`src/rtl/adc_conv_sequencer_if.sv`:
```
// ADC pins plus averaged-sample stream bundle.
// master is the sequencer; slave is the ADC macro and sample consumer.
interface adc_conv_sequencer_if #(
  parameter int DATA_W = 14
);
  logic              adc_clk;
  logic              adc_start;
  logic              adc_ready;
  logic [DATA_W-1:0] adc_value;
  logic [3:0]        adc_counts;
  logic [DATA_W-1:0] adc_current;
  logic              sample_valid;
  logic              sample_ready;

  modport master (
    output adc_clk,
    output adc_start,
    output adc_counts,
    output adc_current,
    output sample_valid,
    input  adc_ready,
    input  adc_value,
    input  sample_ready
  );

  modport slave (
    input  adc_clk,
    input  adc_start,
    input  adc_counts,
    input  adc_current,
    input  sample_valid,
    output adc_ready,
    output adc_value,
    output sample_ready
  );
endinterface

```
`src/rtl/adc_conv_sequencer.sv`:
```
// ADC conversion initiator: clock/start generation, ready capture,
// 2^AVG_LOG2 averaging and valid/ready delivery of the result.
module adc_conv_sequencer #(
  parameter int CLK_DIV  = 64,
  parameter int DATA_W   = 14,
  parameter int AVG_LOG2 = 2,
  parameter int TIMEOUT  = 1023
) (
  input  logic clk,
  input  logic rst_n,
  input  logic enable,
  input  logic clr_err,
  output logic timeout_err,
  adc_conv_sequencer_if.master bus
);
  localparam int DIV_W = $clog2(CLK_DIV);
  localparam int TMO_W = $clog2(TIMEOUT + 1);
  localparam int ACC_W = DATA_W + AVG_LOG2;
  localparam logic [DIV_W-1:0] DIV_MAX =
    DIV_W'(CLK_DIV - 1);
  localparam logic [DIV_W-1:0] DIV_HALF =
    DIV_W'(CLK_DIV / 2);
  localparam logic [TMO_W-1:0] TMO_MAX =
    TMO_W'(TIMEOUT);
  localparam logic [3:0] N_AVG =
    4'(1 << AVG_LOG2);

  typedef enum logic [2:0] {
    ST_IDLE,
    ST_SYNC,
    ST_START,
    ST_WAIT,
    ST_ACCUM,
    ST_OUTPUT
  } state_t;

  state_t            state_q, state_d;
  logic [DIV_W-1:0]  div_q, div_d;
  logic              run_q, run_d;
  logic              aclk_q, aclk_d;
  logic              start_q, start_d;
  logic [2:0]        sync_q, sync_d;
  logic [DATA_W-1:0] val_q, val_d;
  logic [ACC_W-1:0]  acc_q, acc_d;
  logic [3:0]        cnt_q, cnt_d;
  logic [DATA_W-1:0] cur_q, cur_d;
  logic              valid_q, valid_d;
  logic [TMO_W-1:0]  tmo_q, tmo_d;
  logic              err_q, err_d;

  logic             want;
  logic             tick;
  logic             rdy_rise;
  logic             err_set;
  logic [ACC_W-1:0] acc_sum;
  logic [3:0]       cnt_inc;
  logic [TMO_W-1:0] tmo_inc;

  // A stopped divider restarts on a tick so
  // adc_clk always begins with a full high phase.
  always_comb begin
    want  = enable || (state_q != ST_IDLE);
    tick  = run_q ? (div_q == DIV_MAX) : want;
    run_d = run_q;
    div_d = div_q;
    if (tick) begin
      run_d = want;
      div_d = '0;
    end else if (run_q) begin
      div_d = div_q + 1'b1;
    end
    aclk_d = run_d && (div_d < DIV_HALF);
  end

  always_comb begin
    sync_d   = {sync_q[1:0], bus.adc_ready};
    rdy_rise = sync_q[1] && !sync_q[2];
    val_d    = rdy_rise ? bus.adc_value : val_q;
  end

  always_comb begin
    state_d = state_q;
    acc_d   = acc_q;
    cnt_d   = cnt_q;
    cur_d   = cur_q;
    tmo_d   = tmo_q;
    err_set = 1'b0;
    acc_sum = acc_q + ACC_W'(val_q);
    cnt_inc = cnt_q + 4'd1;
    tmo_inc = tmo_q + 1'b1;
    unique case (state_q)
      ST_IDLE: begin
        if (tick && enable) state_d = ST_START;
      end
      ST_SYNC: begin
        if (!enable) begin
          state_d = ST_IDLE;
          acc_d   = '0;
          cnt_d   = '0;
        end else if (tick) begin
          state_d = ST_START;
        end
      end
      ST_START: begin
        if (!enable) begin
          state_d = ST_IDLE;
          acc_d   = '0;
          cnt_d   = '0;
        end else if (tick) begin
          state_d = ST_WAIT;
          tmo_d   = '0;
        end
      end
      ST_WAIT: begin
        if (!enable) begin
          state_d = ST_IDLE;
          acc_d   = '0;
          cnt_d   = '0;
        end else if (rdy_rise) begin
          state_d = ST_ACCUM;
        end else if (tick) begin
          if (tmo_inc == TMO_MAX) begin
            err_set = 1'b1;
            state_d = ST_IDLE;
            acc_d   = '0;
            cnt_d   = '0;
          end else begin
            tmo_d = tmo_inc;
          end
        end
      end
      ST_ACCUM: begin
        if (!enable) begin
          state_d = ST_IDLE;
          acc_d   = '0;
          cnt_d   = '0;
        end else if (cnt_inc == N_AVG) begin
          cur_d   = DATA_W'(acc_sum >> AVG_LOG2);
          acc_d   = '0;
          cnt_d   = '0;
          state_d = ST_OUTPUT;
        end else begin
          acc_d   = acc_sum;
          cnt_d   = cnt_inc;
          state_d = ST_SYNC;
        end
      end
      ST_OUTPUT: begin
        if (bus.sample_ready) state_d = ST_IDLE;
      end
      default: state_d = ST_IDLE;
    endcase
    start_d = (state_d == ST_START);
    valid_d = (state_d == ST_OUTPUT);
    err_d   = err_set ? 1'b1
            : (clr_err ? 1'b0 : err_q);
  end

  always_ff @(posedge clk or negedge rst_n) begin
    if (!rst_n) begin
      state_q <= ST_IDLE;
      div_q   <= '0;
      run_q   <= 1'b0;
      aclk_q  <= 1'b0;
      start_q <= 1'b0;
      sync_q  <= '0;
      val_q   <= '0;
      acc_q   <= '0;
      cnt_q   <= '0;
      cur_q   <= '0;
      valid_q <= 1'b0;
      tmo_q   <= '0;
      err_q   <= 1'b0;
    end else begin
      state_q <= state_d;
      div_q   <= div_d;
      run_q   <= run_d;
      aclk_q  <= aclk_d;
      start_q <= start_d;
      sync_q  <= sync_d;
      val_q   <= val_d;
      acc_q   <= acc_d;
      cnt_q   <= cnt_d;
      cur_q   <= cur_d;
      valid_q <= valid_d;
      tmo_q   <= tmo_d;
      err_q   <= err_d;
    end
  end

  assign bus.adc_clk      = aclk_q;
  assign bus.adc_start    = start_q;
  assign bus.adc_counts   = cnt_q;
  assign bus.adc_current  = cur_q;
  assign bus.sample_valid = valid_q;
  assign timeout_err      = err_q;
endmodule

```
`src/flat_wrapper.sv`:
```
// flat-port wrapper written by rule: the top's interface ports become plain ports
module adc_conv_sequencer_flat 
#(
  parameter int CLK_DIV  = 64,
  parameter int DATA_W   = 14,
  parameter int AVG_LOG2 = 2,
  parameter int TIMEOUT  = 1023
)
  (clk, rst_n, enable, clr_err, timeout_err, bus_adc_clk, bus_adc_start, bus_adc_counts, bus_adc_current, bus_sample_valid, bus_adc_ready, bus_adc_value, bus_sample_ready);
  adc_conv_sequencer_if #(.DATA_W(DATA_W)) bus_i ();
  input  logic clk;
  input  logic rst_n;
  input  logic enable;
  input  logic clr_err;
  output logic timeout_err;
  output wire logic [$bits(bus_i.adc_clk)-1:0] bus_adc_clk;
  output wire logic [$bits(bus_i.adc_start)-1:0] bus_adc_start;
  output wire logic [$bits(bus_i.adc_counts)-1:0] bus_adc_counts;
  output wire logic [$bits(bus_i.adc_current)-1:0] bus_adc_current;
  output wire logic [$bits(bus_i.sample_valid)-1:0] bus_sample_valid;
  input wire logic [$bits(bus_i.adc_ready)-1:0] bus_adc_ready;
  input wire logic [$bits(bus_i.adc_value)-1:0] bus_adc_value;
  input wire logic [$bits(bus_i.sample_ready)-1:0] bus_sample_ready;
  assign bus_adc_clk = bus_i.adc_clk;
  assign bus_adc_start = bus_i.adc_start;
  assign bus_adc_counts = bus_i.adc_counts;
  assign bus_adc_current = bus_i.adc_current;
  assign bus_sample_valid = bus_i.sample_valid;
  assign bus_i.adc_ready = bus_adc_ready;
  assign bus_i.adc_value = bus_adc_value;
  assign bus_i.sample_ready = bus_sample_ready;
  adc_conv_sequencer #(.CLK_DIV(CLK_DIV), .DATA_W(DATA_W), .AVG_LOG2(AVG_LOG2), .TIMEOUT(TIMEOUT)) u_core (.clk(clk), .rst_n(rst_n), .enable(enable), .clr_err(clr_err), .timeout_err(timeout_err), .bus(bus_i));
endmodule
```
`config.mk`:
```
export PLATFORM = sky130hd
export DESIGN_NAME = adc_conv_sequencer_flat
export DESIGN_NICKNAME = d
export VERILOG_FILES = /design/src/rtl/adc_conv_sequencer_if.sv /design/src/rtl/adc_conv_sequencer.sv /design/src/flat_wrapper.sv
export SDC_FILE = /design/constraint.sdc
export NUM_CORES = 1
export LEC_CHECK = 0
export CORE_ASPECT_RATIO = 1.75
export CORE_UTILIZATION = 55
export CTS_CLUSTER_DIAMETER = 30
export DETAILED_ROUTE_END_ITERATION = 8
export PLACE_DENSITY = 0.8
export SLEW_MARGIN = 40
export SYNTH_ARGS = -nofsm -noshare
export SYNTH_HDL_FRONTEND = slang
export SYNTH_SLANG_ARGS = --single-unit
```
`constraint.sdc`:
```
create_clock -name clk -period 3.51 [get_ports clk]
set_clock_uncertainty 0.15 [all_clocks]
set_input_delay 0.5265 -clock clk [delete_from_list [all_inputs] [get_ports clk]]
set_output_delay 0.5265 -clock clk [all_outputs]
set_load 0.01 [all_outputs]
```
==> results.py, run 1 <==
metrics = {
    "power_and_ir_drop": {
        "power.leakage_uw": 0.00227,
        "p_per_area_nw_per_um2": 483,
        "irDropWorstVdd_mv": 0.325,
        "total_power_uw": 2310,
    },
    "floorplanning": {
        "fp-row-count": 40,
        "die_x_um": 66.4,
        "ioPinCount": 42,
        "die_height_um": 115,
        "die_area_um2": 7610,
        "coreArea_um2": 6960,
        "initial_utilization_pct": 57.3,
    },
    "placed_design": {
        "place_hpwl_mm": 6.28,
        "placedCellCount": 512,
        "dp_slack_ns": 0.723,
        "place_congestion": 0.953,
        "io_buffer_count": 41,
    },
    "outcome": {
        "outcome": "finished clean",
    },
    "clock_network": {
        "clkTransAtPathRegs_ns": 0.06,
        "root_buffer": "clkbuf_16",
        "clockBufferDepth": 2,
        "post_cts_resized": 0,
        "clk_latency_ns": 0.33,
        "cts_htree_levels": 3,
        "cts_tree": "built",
        "cts-buffers-inserted": 9,
        "post_cts_buffers": 0,
        "cts.sinks": 75,
        "cts_hold_buf": 0,
    },
    "synthesis": {
        "yosysMostFrequentCell": "nand2_1",
        "yosys_warnings": 0,
        "ys_async_sr_fraction_pct": 100,
        "synth-edff-count": 0,
        "syn_area_um2": 3990,
        "syn_avg_cell_area_um2": 10.1,
        "synthCells": 394,
        "synthDominantCellAreaShare_pct": 47.1,
        "ys.flop_type": "dfrtp_1",
        "yosys.area.top_type": "dfrtp_1",
        "syn-num-nets": 434,
        "synth.distinct_cells": 59,
        "synth_area_leaders": "dfrtp_1 47%, nand2_1 7.4%, ha_1 6.0%",
        "ys_top_cells_by_count": "79 x nand2_1, 75 x dfrtp_1, 23 x nor2_1",
        "yosysSeqAreaShare_pct": 47.1,
        "synth_seq_cells": 75,
    },
    "routing": {
        "finalWirelength_mm": 8.89,
        "vias_per_cell": 6.00,
        "drtIter0Drc": 180,
        "vias": 3156,
        "drtAntennaViolNets": 0,
        "drc": 0,
        "routedWlPerCell_um": 16.9,
        "dr.pass1.iters": 4,
    },
    "sta": {
        "hold_slack_ns": 0.0567,
        "fin_setup_tns_ns": 0,
        "fin_crit_sh_pct": 77.7,
        "hold_violations": 0,
        "rsz0062_at_grt": "no",
        "max_freq_mhz": 367,
        "maxSlewViolCount": 0,
        "relSlewSlack_pct": 50.0,
        "setup_ws_ns": 0.783,
        "finalCriticalPeriod_ns": 2.73,
        "tightestPinTransition_ns": 0.749,
        "final-setup-viol-count": 0,
    },
    "final_layout": {
        "drive_above_1_share_pct": 10.2,
        "nets": 479,
        "area_growth_pct": 19.9,
        "antenna_cells": 0,
        "fin_cells": 526,
    },
    "global_route": {
        "grt_max_degree": 76,
        "grt_overflow": 0,
        "grt_use_total_pct": 26.3,
        "grt_pass1_wl_mm": 15.0,
        "antenna_found_initial": 0,
        "grt_pass1_vias": 3273,
    },
    "worst_setup_path": {
        "crit_path_max_incr_delay_ns": 0.44,
        "cp.required_ns": 3.58,
        "cp_slowest_cell": "fa_1",
        "crit_chain": "ha_1, fa_1, a211oi_1, nor2_1, o22ai_2, o21ai_1, a221oi_2, xnor2_1, mux2_2",
        "crit_cells": 9,
        "critPathKind": "register to register",
        "r2r_start": "u_core.acc_q[0]",
        "path_buf_inv": 0,
        "crit_family": "compound AO/OA/AOI/OAI gates",
        "cp_max_fo": 3,
        "critPathLaunchType": "register",
        "rr_worst_depth": 9,
        "critPathLaunch": "u_core.acc_q[0]",
        "worst_setup_path_end_kind": "register",
        "crit_arrival_ns": 2.80,
    },
    "worst_hold_path": {
        "hold_path.class": "primary input to async pin",
    },
    "flow_run": {
        "maxCapViolCount": 0,
    },
}
## per-stage QoR
stage	util (%)	cell area, um^2
finish	68.7	4780
global route	68.7	4780
CTS	68.7	4780
detailed placement	64.4	4480
global placement	64.3	4480
floorplan	-	3990
## per-layer routing
metal  track usage (%)  routed length [um]  share of wire (%)
met5                 0                   0                  0
met1              27.5                3440                 39
met3              5.68                 313                3.5
met2              47.3                4850                 55
met4              14.3                 283                3.2
## registers in the layout (all words and copies together), names as in the netlist
signal and flops:
u_core.acc_q 16, u_core.bus.adc_clk 1, u_core.bus.adc_counts 4, u_core.bus.adc_current 14, u_core.bus.adc_start 1, u_core.bus.sample_valid 1
u_core.div_q 6, u_core.run_q 1, u_core.state_q 3, u_core.sync_q 3, u_core.timeout_err 1, u_core.tmo_q 10
u_core.val_q 14
## layout by cell type (no fill, tap or decap), types with 2 or more instances in the layout
| master | instances |
|---|---|
| o211ai_1 | 6 |
| nor4_1 | 2 |
| dfrtp_1 | 75 |
| o21a_1 | 7 |
| clkdlybuf4s50_1 | 40 |
| o2bb2ai_1 | 2 |
| xor2_1 | 9 |
| a21oi_1 | 15 |
| nand4_1 | 3 |
| o21ai_1 | 2 |
| o21ai_0 | 15 |
| a22o_1 | 19 |
| nand2_1 | 79 |
| xnor2_1 | 13 |
| buf_4 | 4 |
| clkbuf_8 | 3 |
| clkbuf_16 | 9 |
| o22ai_1 | 3 |
| nand3_1 | 10 |
| nand2b_1 | 6 |
| a21o_1 | 5 |
| nor2_1 | 23 |
| o21bai_1 | 4 |
| nor2b_1 | 4 |
| nor3_1 | 3 |
| ha_1 | 19 |
| a221o_1 | 2 |
| mux2_2 | 14 |
| a211oi_1 | 4 |
| and3_1 | 3 |
| inv_1 | 7 |
## where the power goes
| group | switching (uW) | total [uW] | internal [uW] | leakage [uW] |
|---|---|---|---|---|
| combinational | 189 | 356 | 167 | 0.00112 |
| clock | 325 | 924 | 599 | 0.000151 |
| sequential | 81.4 | 1030 | 948 | 0.000994 |
| total | 596 | 2310 | 1710 | 0.00227 |
## path summary, 6_finish.rpt
path | slack, ns | end
setup / recovery | 0.78 | u_core.bus.adc_current[12]
hold / removal | 0.06 | u_core.val_q[5]
setup reg to reg | 0.78 | u_core.bus.adc_current[12]
hold reg to reg | 0.20 | u_core.sync_q[1]
max in group asynchronous | 2.70 | u_core.acc_q[8]
min in group clk | 0.20 | u_core.sync_q[1]
## area by class of cell
cell class	count	area (um^2)
fill	548	2180
inverter	7	26.3
clock buffer	12	267
clock inverter	2	35.0
sequential	75	1880
timing repair buffer	45	442
multi-input combinational	301	2030
tap	84	105
## kinds of logic (layout without fill, tap and decap cells)
kind of cell / after synthesis / count (layout) / share of synthesized area (%)
AND/OR/NAND/NOR: 145 / 145 / 16.9
AO/OA/AOI/OAI: 98 / 98 / 17.8
flip-flops: 75 / 75 / 47.1
XOR/XNOR: 23 / 23 / 5.24
adder cells (fa/ha/maj): 20 / 20 / 6.46
buffers and inverters: 18 / 66 / 2.07
multiplexers: 15 / 15 / 4.52
Note: power is estimated with default switching activity, not from simulation.
==> run 2, diff against run 1 <==
- CORE_UTILIZATION: 55 -> 51
- PLACE_DENSITY: 0.8 -> 0.78
- clock period: 3.51 -> 2.36 ns (I/O delays scaled with it)
==> results.py, run 2 (synthesized netlist as in run 1, its figures left out) <==
metrics = {
    "final_layout": {
        "drive_above_1_share_pct": 21.0,
        "largest_reg_flops": 16,
        "design_area_um2": 5260,
        "nets": 520,
        "area_growth_pct": 31.9,
        "antenna_cells": 0,
        "top_register": "u_core.acc_q",
        "mostFrequentLayoutCells": "78 x nand2_1, 74 x dfrtp_1, 40 x clkdlybuf4s50_1",
        "layout.cells.most_common": "nand2_1",
    },
    "routing": {
        "dr.pass1.iters": 4,
        "wl_met3_um": 356,
        "routedWlPerCell_um": 17.2,
        "vias": 3349,
        "vias_per_cell": 5.84,
        "drtAntennaViolNets": 0,
        "finalWirelength_mm": 9.86,
        "wl_met2_mm": 5.51,
        "highest_layer": "met4",
        "drt-met1-wl_mm": 3.57,
        "drc": 0,
        "drtIter0Drc": 205,
    },
    "sta": {
        "maxSlewViolCount": 0,
        "rsz0062_at_grt": "yes",
        "relSlewSlack_pct": 66.5,
        "tightestPinTransition_ns": 0.501,
        "fin_crit_sh_pct": 103,
        "finalCriticalPeriod_ns": 2.42,
        "max_freq_mhz": 413,
        "final-setup-viol-count": 4,
        "hold_violations": 0,
        "setup_ws_ns": -0.0604,
    },
    "power_and_ir_drop": {
        "total_power_uw": 3580,
        "irDropWorstVdd_mv": 0.501,
        "power.leakage_uw": 0.00251,
        "p_per_area_nw_per_um2": 681,
    },
    "floorplanning": {
        "initial_utilization_pct": 52.7,
        "die_x_um": 68.9,
        "die_height_um": 119,
        "coreArea_um2": 7570,
        "die_area_um2": 8190,
        "ioPinCount": 42,
        "fp-row-count": 42,
    },
    "global_route": {
        "antenna_found_initial": 0,
        "grt_overflow": 0,
        "grt_max_degree": 42,
        "grt_pass1_wl_mm": 15.8,
        "grt_pass1_vias": 3394,
        "grt_use_total_pct": 26.6,
    },
    "placed_design": {
        "place_hpwl_mm": 7.01,
        "io_buffer_count": 41,
        "place_congestion": 0.926,
        "place_area_um2": 4790,
    },
    "outcome": {
        "violations": "negative setup slack",
        "outcome": "complete, but fails checks",
    },
    "clock_network": {
        "clockBufferDepth": 2,
        "root_buffer": "clkbuf_16",
        "cts_htree_levels": 3,
        "clkTransAtPathRegs_ns": 0.06,
        "cts-buffers-inserted": 9,
        "cts_tree": "built",
        "clk_latency_ns": 0.34,
        "cts.sinks": 75,
    },
    "worst_hold_path": {
        "hp-start": "u_core.sync_q[0]",
        "hold_path.class": "register to register",
    },
    "worst_setup_path": {
        "critPathLaunch": "u_core.acc_q[0]",
        "cp.required_ns": 2.44,
        "crit_arrival_ns": 2.50,
        "r2r_start": "u_core.acc_q[0]",
        "cp_max_fo": 3,
        "critPathKind": "register to register",
        "worst_setup_path_end_kind": "register",
        "critPathLaunchType": "register",
    },
    "flow_run": {
        "maxCapViolCount": 0,
    },
}
-- run 2: cell count changes in the layout (fill, tap and decap cells not counted), moves of 3 or more --
| cell | delta |
|---|---|
| ha_2 | +3 |
| buf_4 | +34 |
| buf_12 | +4 |
| mux2_2 | -3 |
| mux2_4 | +3 |
| ha_1 | -3 |
-- run 2: critical path, cell delays in order, from the launching register on --
cell	delay [ns]
dfrtp_1	0.39
ha_2	0.20
fa_2	0.35
a211oi_2	0.18
nor2_1	0.09
o22ai_2	0.15
o21ai_2	0.09
a221oi_2	0.33
xnor2_1	0.11
mux2_4	0.27
-- run 2: through the flow --
stage	utilization, %	hold slack [ns]	instances	worst slack [ns]	TNS [ns]
2_1_floorplan	-	-0.0916	394	0.00971	0
4_1_cts	68.0	0.198	567	-0.0414	-0.0811
3_3_place_gp	63.3	0.183	549	-0.000242	-0.000242
6_report	69.5	0.197	573	-0.0604	-0.179
5_1_grt	69.5	0.205	573	-0.177	-1.51
3_5_place_dp	63.3	0.186	549	-0.0738	-0.194
-- run 2: what timing repair did --
action,CTS,global route
endpoints found under the setup margin,5,33
gates cloned,0,1
hold buffers,1,0
buffers inserted,1,5
endpoints found under the hold margin,34,0
resized for setup,6,14
pin swaps,2,3
-- run 2: area by class of cell --
type | instances | area [um^2]
fillers | 566 | 2310
multi-input cells | 301 | 2110
flip-flops and latches | 75 | 1880
repair buffers | 86 | 823
clock buffers | 12 | 267
well taps | 88 | 110
clock inverters | 4 | 47.5
inverters | 7 | 26.3
-- run 2: layer usage --
| layer | GRT usage, % | vias to the layer above |
|---|---|---|
| met5 | 0 | - |
| met1 | 27.6 | 1624 |
| met3 | 4.69 | 34 |
| met2 | 47.6 | 100 |
| met4 | 14.4 | 0 |
| li1 | - | 1591 |
-- run 2: where the power goes --
part	switching [uW]	total, uW	internal, uW
Sequential	114	1520	1410
Clock	527	1430	900
Combinational	313	633	320
-- run 2: path summary, 6_finish.rpt --
path	end	slack (ns)	depth (start not counted)
hold / removal	u_core.sync_q[1]	0.20	0
min in group asynchronous	u_core.val_q[5]	0.36	2
setup / recovery	u_core.bus.adc_current[12]	-0.06	9
setup reg to reg	u_core.bus.adc_current[12]	-0.06	9
max in group asynchronous	u_core.tmo_q[2]	1.10	3
hold reg to reg	u_core.sync_q[1]	0.20	0
==> run 3, diff against run 2 <==
- CORE_UTILIZATION: 51 -> 42
- PLACE_DENSITY: 0.78 -> 0.66
==> results.py, run 3 (synthesized netlist as in run 1, its figures left out) <==
metrics = {
    "routing": {
        "finalWirelength_mm": 9.84,
        "drtAntennaViolNets": 0,
        "drc": 0,
        "vias": 3293,
        "drtIter0Drc": 151,
        "vias_per_cell": 5.44,
        "routedWlPerCell_um": 16.3,
        "dr.pass1.iters": 4,
    },
    "sta": {
        "finalCriticalPeriod_ns": 2.40,
        "relSlewSlack_pct": 64.5,
        "hold_violations": 0,
        "setup_ws_ns": -0.0404,
        "tightestPinTransition_ns": 0.533,
        "final-setup-viol-count": 2,
        "max_freq_mhz": 417,
        "fin_crit_sh_pct": 102,
        "maxSlewViolCount": 0,
        "rsz0062_at_grt": "yes",
    },
    "worst_setup_path": {
        "cp.required_ns": 2.43,
        "rr_endpoint": "u_core.bus.adc_current[10]",
        "critPathKind": "register to register",
        "critPathLaunch": "u_core.acc_q[0]",
        "r2r_start": "u_core.acc_q[0]",
        "cp-endpoint": "u_core.bus.adc_current[10]",
        "rr_worst_depth": 10,
        "crit_arrival_ns": 2.47,
        "worst_setup_path_end_kind": "register",
        "cp_max_fo": 2,
        "rrSetupSlack_ns": -0.04,
        "critPathLaunchType": "register",
    },
    "floorplanning": {
        "ioPinCount": 42,
        "die_area_um2": 9910,
        "die_height_um": 131,
        "coreArea_um2": 9150,
        "fp-row-count": 46,
        "initial_utilization_pct": 43.6,
        "die_x_um": 75.7,
    },
    "flow_run": {
        "maxCapViolCount": 0,
    },
    "final_layout": {
        "fin_cells": 605,
        "mostFrequentLayoutCells": "79 x nand2_1, 75 x dfrtp_1, 40 x clkdlybuf4s50_1",
        "design_area_um2": 5330,
        "area_growth_pct": 33.7,
        "drive_above_1_share_pct": 21.4,
        "layout.cells.most_common": "nand2_1",
        "top_register": "u_core.acc_q",
        "antenna_cells": 0,
        "largest_reg_flops": 16,
        "nets": 520,
        "fillCellCount": 767,
        "utilization_pct": 58.3,
    },
    "clock_network": {
        "cts-buffers-inserted": 9,
        "cts_tree": "built",
        "clk_latency_ns": 0.34,
        "cts_htree_levels": 3,
        "clkTransAtPathRegs_ns": 0.05,
        "root_buffer": "clkbuf_16",
        "clockBufferDepth": 2,
        "cts.sinks": 75,
    },
    "worst_hold_path": {
        "hold_path.class": "register to register",
    },
    "global_route": {
        "antenna_found_initial": 0,
        "grt_max_degree": 40,
        "grt_pass1_wl_mm": 15.8,
        "grt_pass1_vias": 3437,
        "grt_use_total_pct": 21.8,
        "grt_overflow": 0,
    },
    "power_and_ir_drop": {
        "p_per_area_nw_per_um2": 667,
        "irDropWorstVdd_mv": 0.384,
        "power.leakage_uw": 0.00250,
        "total_power_uw": 3560,
        "p_seq_share_pct": 43.1,
        "switching_share_pct": 26.5,
        "p_clk_share_pct": 39.9,
        "share_comb_of_total_power_pct": 17.0,
        "p_int_uw": 2610,
        "power.switching_uw": 941,
    },
    "placed_design": {
        "place_hpwl_mm": 6.95,
        "placedCellCount": 582,
        "io_buffer_count": 41,
        "place_area_um2": 4840,
        "place_congestion": 0.877,
    },
    "outcome": {
        "outcome": "complete, but fails checks",
        "violations": "negative setup slack",
    },
}
==> run 3: worst min-delay path by stage <==
| stage | slack (ns) | startpoint | end | cells past startpoint |
|---|---|---|---|---|
| after floorplan | -0.09 | rst_n | u_core.acc_q[0] | 0 |
| after global placement | 0.18 | u_core.sync_q[0] | u_core.sync_q[1] | 0 |
| after detailed placement | 0.19 | u_core.sync_q[0] | u_core.sync_q[1] | 0 |
| after CTS | 0.20 | u_core.sync_q[0] | u_core.sync_q[1] | 0 |
| after global routing | 0.22 | u_core.sync_q[0] | u_core.sync_q[1] | 0 |
| final | 0.20 | u_core.sync_q[0] | u_core.sync_q[1] | 0 |
==> run 3: area by class of cell <==
type,instances,area [um^2],area share (%)
inverter,7,26.3,0.493
clock inverter,1,30.0,0.563
sequential,75,1880,35.2
multi-input combinational,301,2160,40.5
clock buffer,15,278,5.21
timing repair buffer,86,813,15.3
tap,120,150,2.82
==> run 3: worst max-delay path, cell delays in order, from the launching register on <==
cell and delay (ns):
dfrtp_1 0.38, ha_2 0.20, fa_2 0.35, a211oi_2 0.20
nor2_1 0.08, o22ai_2 0.14, buf_4 0.15, o211ai_1 0.09
a21oi_2 0.18, xnor2_1 0.10, mux2_2 0.26
==> run 3: routing by layer <==
layer,global-route usage (%),share of wire (%),routed length (um)
met5,0,0,0
met4,10.8,2.6,252
met3,4.60,3.1,301
met1,21.5,38,3740
met2,41.2,56,5540
==> run 3: metrics by stage <==
stage          setup TNS, ns  worst slack (ns)  hold slack, ns
3_5_place_dp          -0.281           -0.0685           0.190
2_1_floorplan              0           0.00971         -0.0916
3_3_place_gp         -0.0460           -0.0232           0.184
4_1_cts               -0.113           -0.0530           0.203
5_1_grt               -0.563            -0.143           0.220
6_report             -0.0739           -0.0404           0.200
==> run 3: power groups by stage <==
stage	Sequential [uW]	Combinational, uW	Clock (uW)
final	1530	606	1420
after global routing	1550	674	1500
after CTS	1520	591	1450
after detailed placement	1540	590	0
after global placement	1540	559	0
after floorplan	1520	355	0
==> run 3: what timing repair did <==
item,CTS,global route
endpoints found under the hold margin,38,0
endpoints found under the setup margin,8,23
pin swaps,5,11
gates resized for setup,4,26
buffers inserted,0,7
hold buffers,1,0
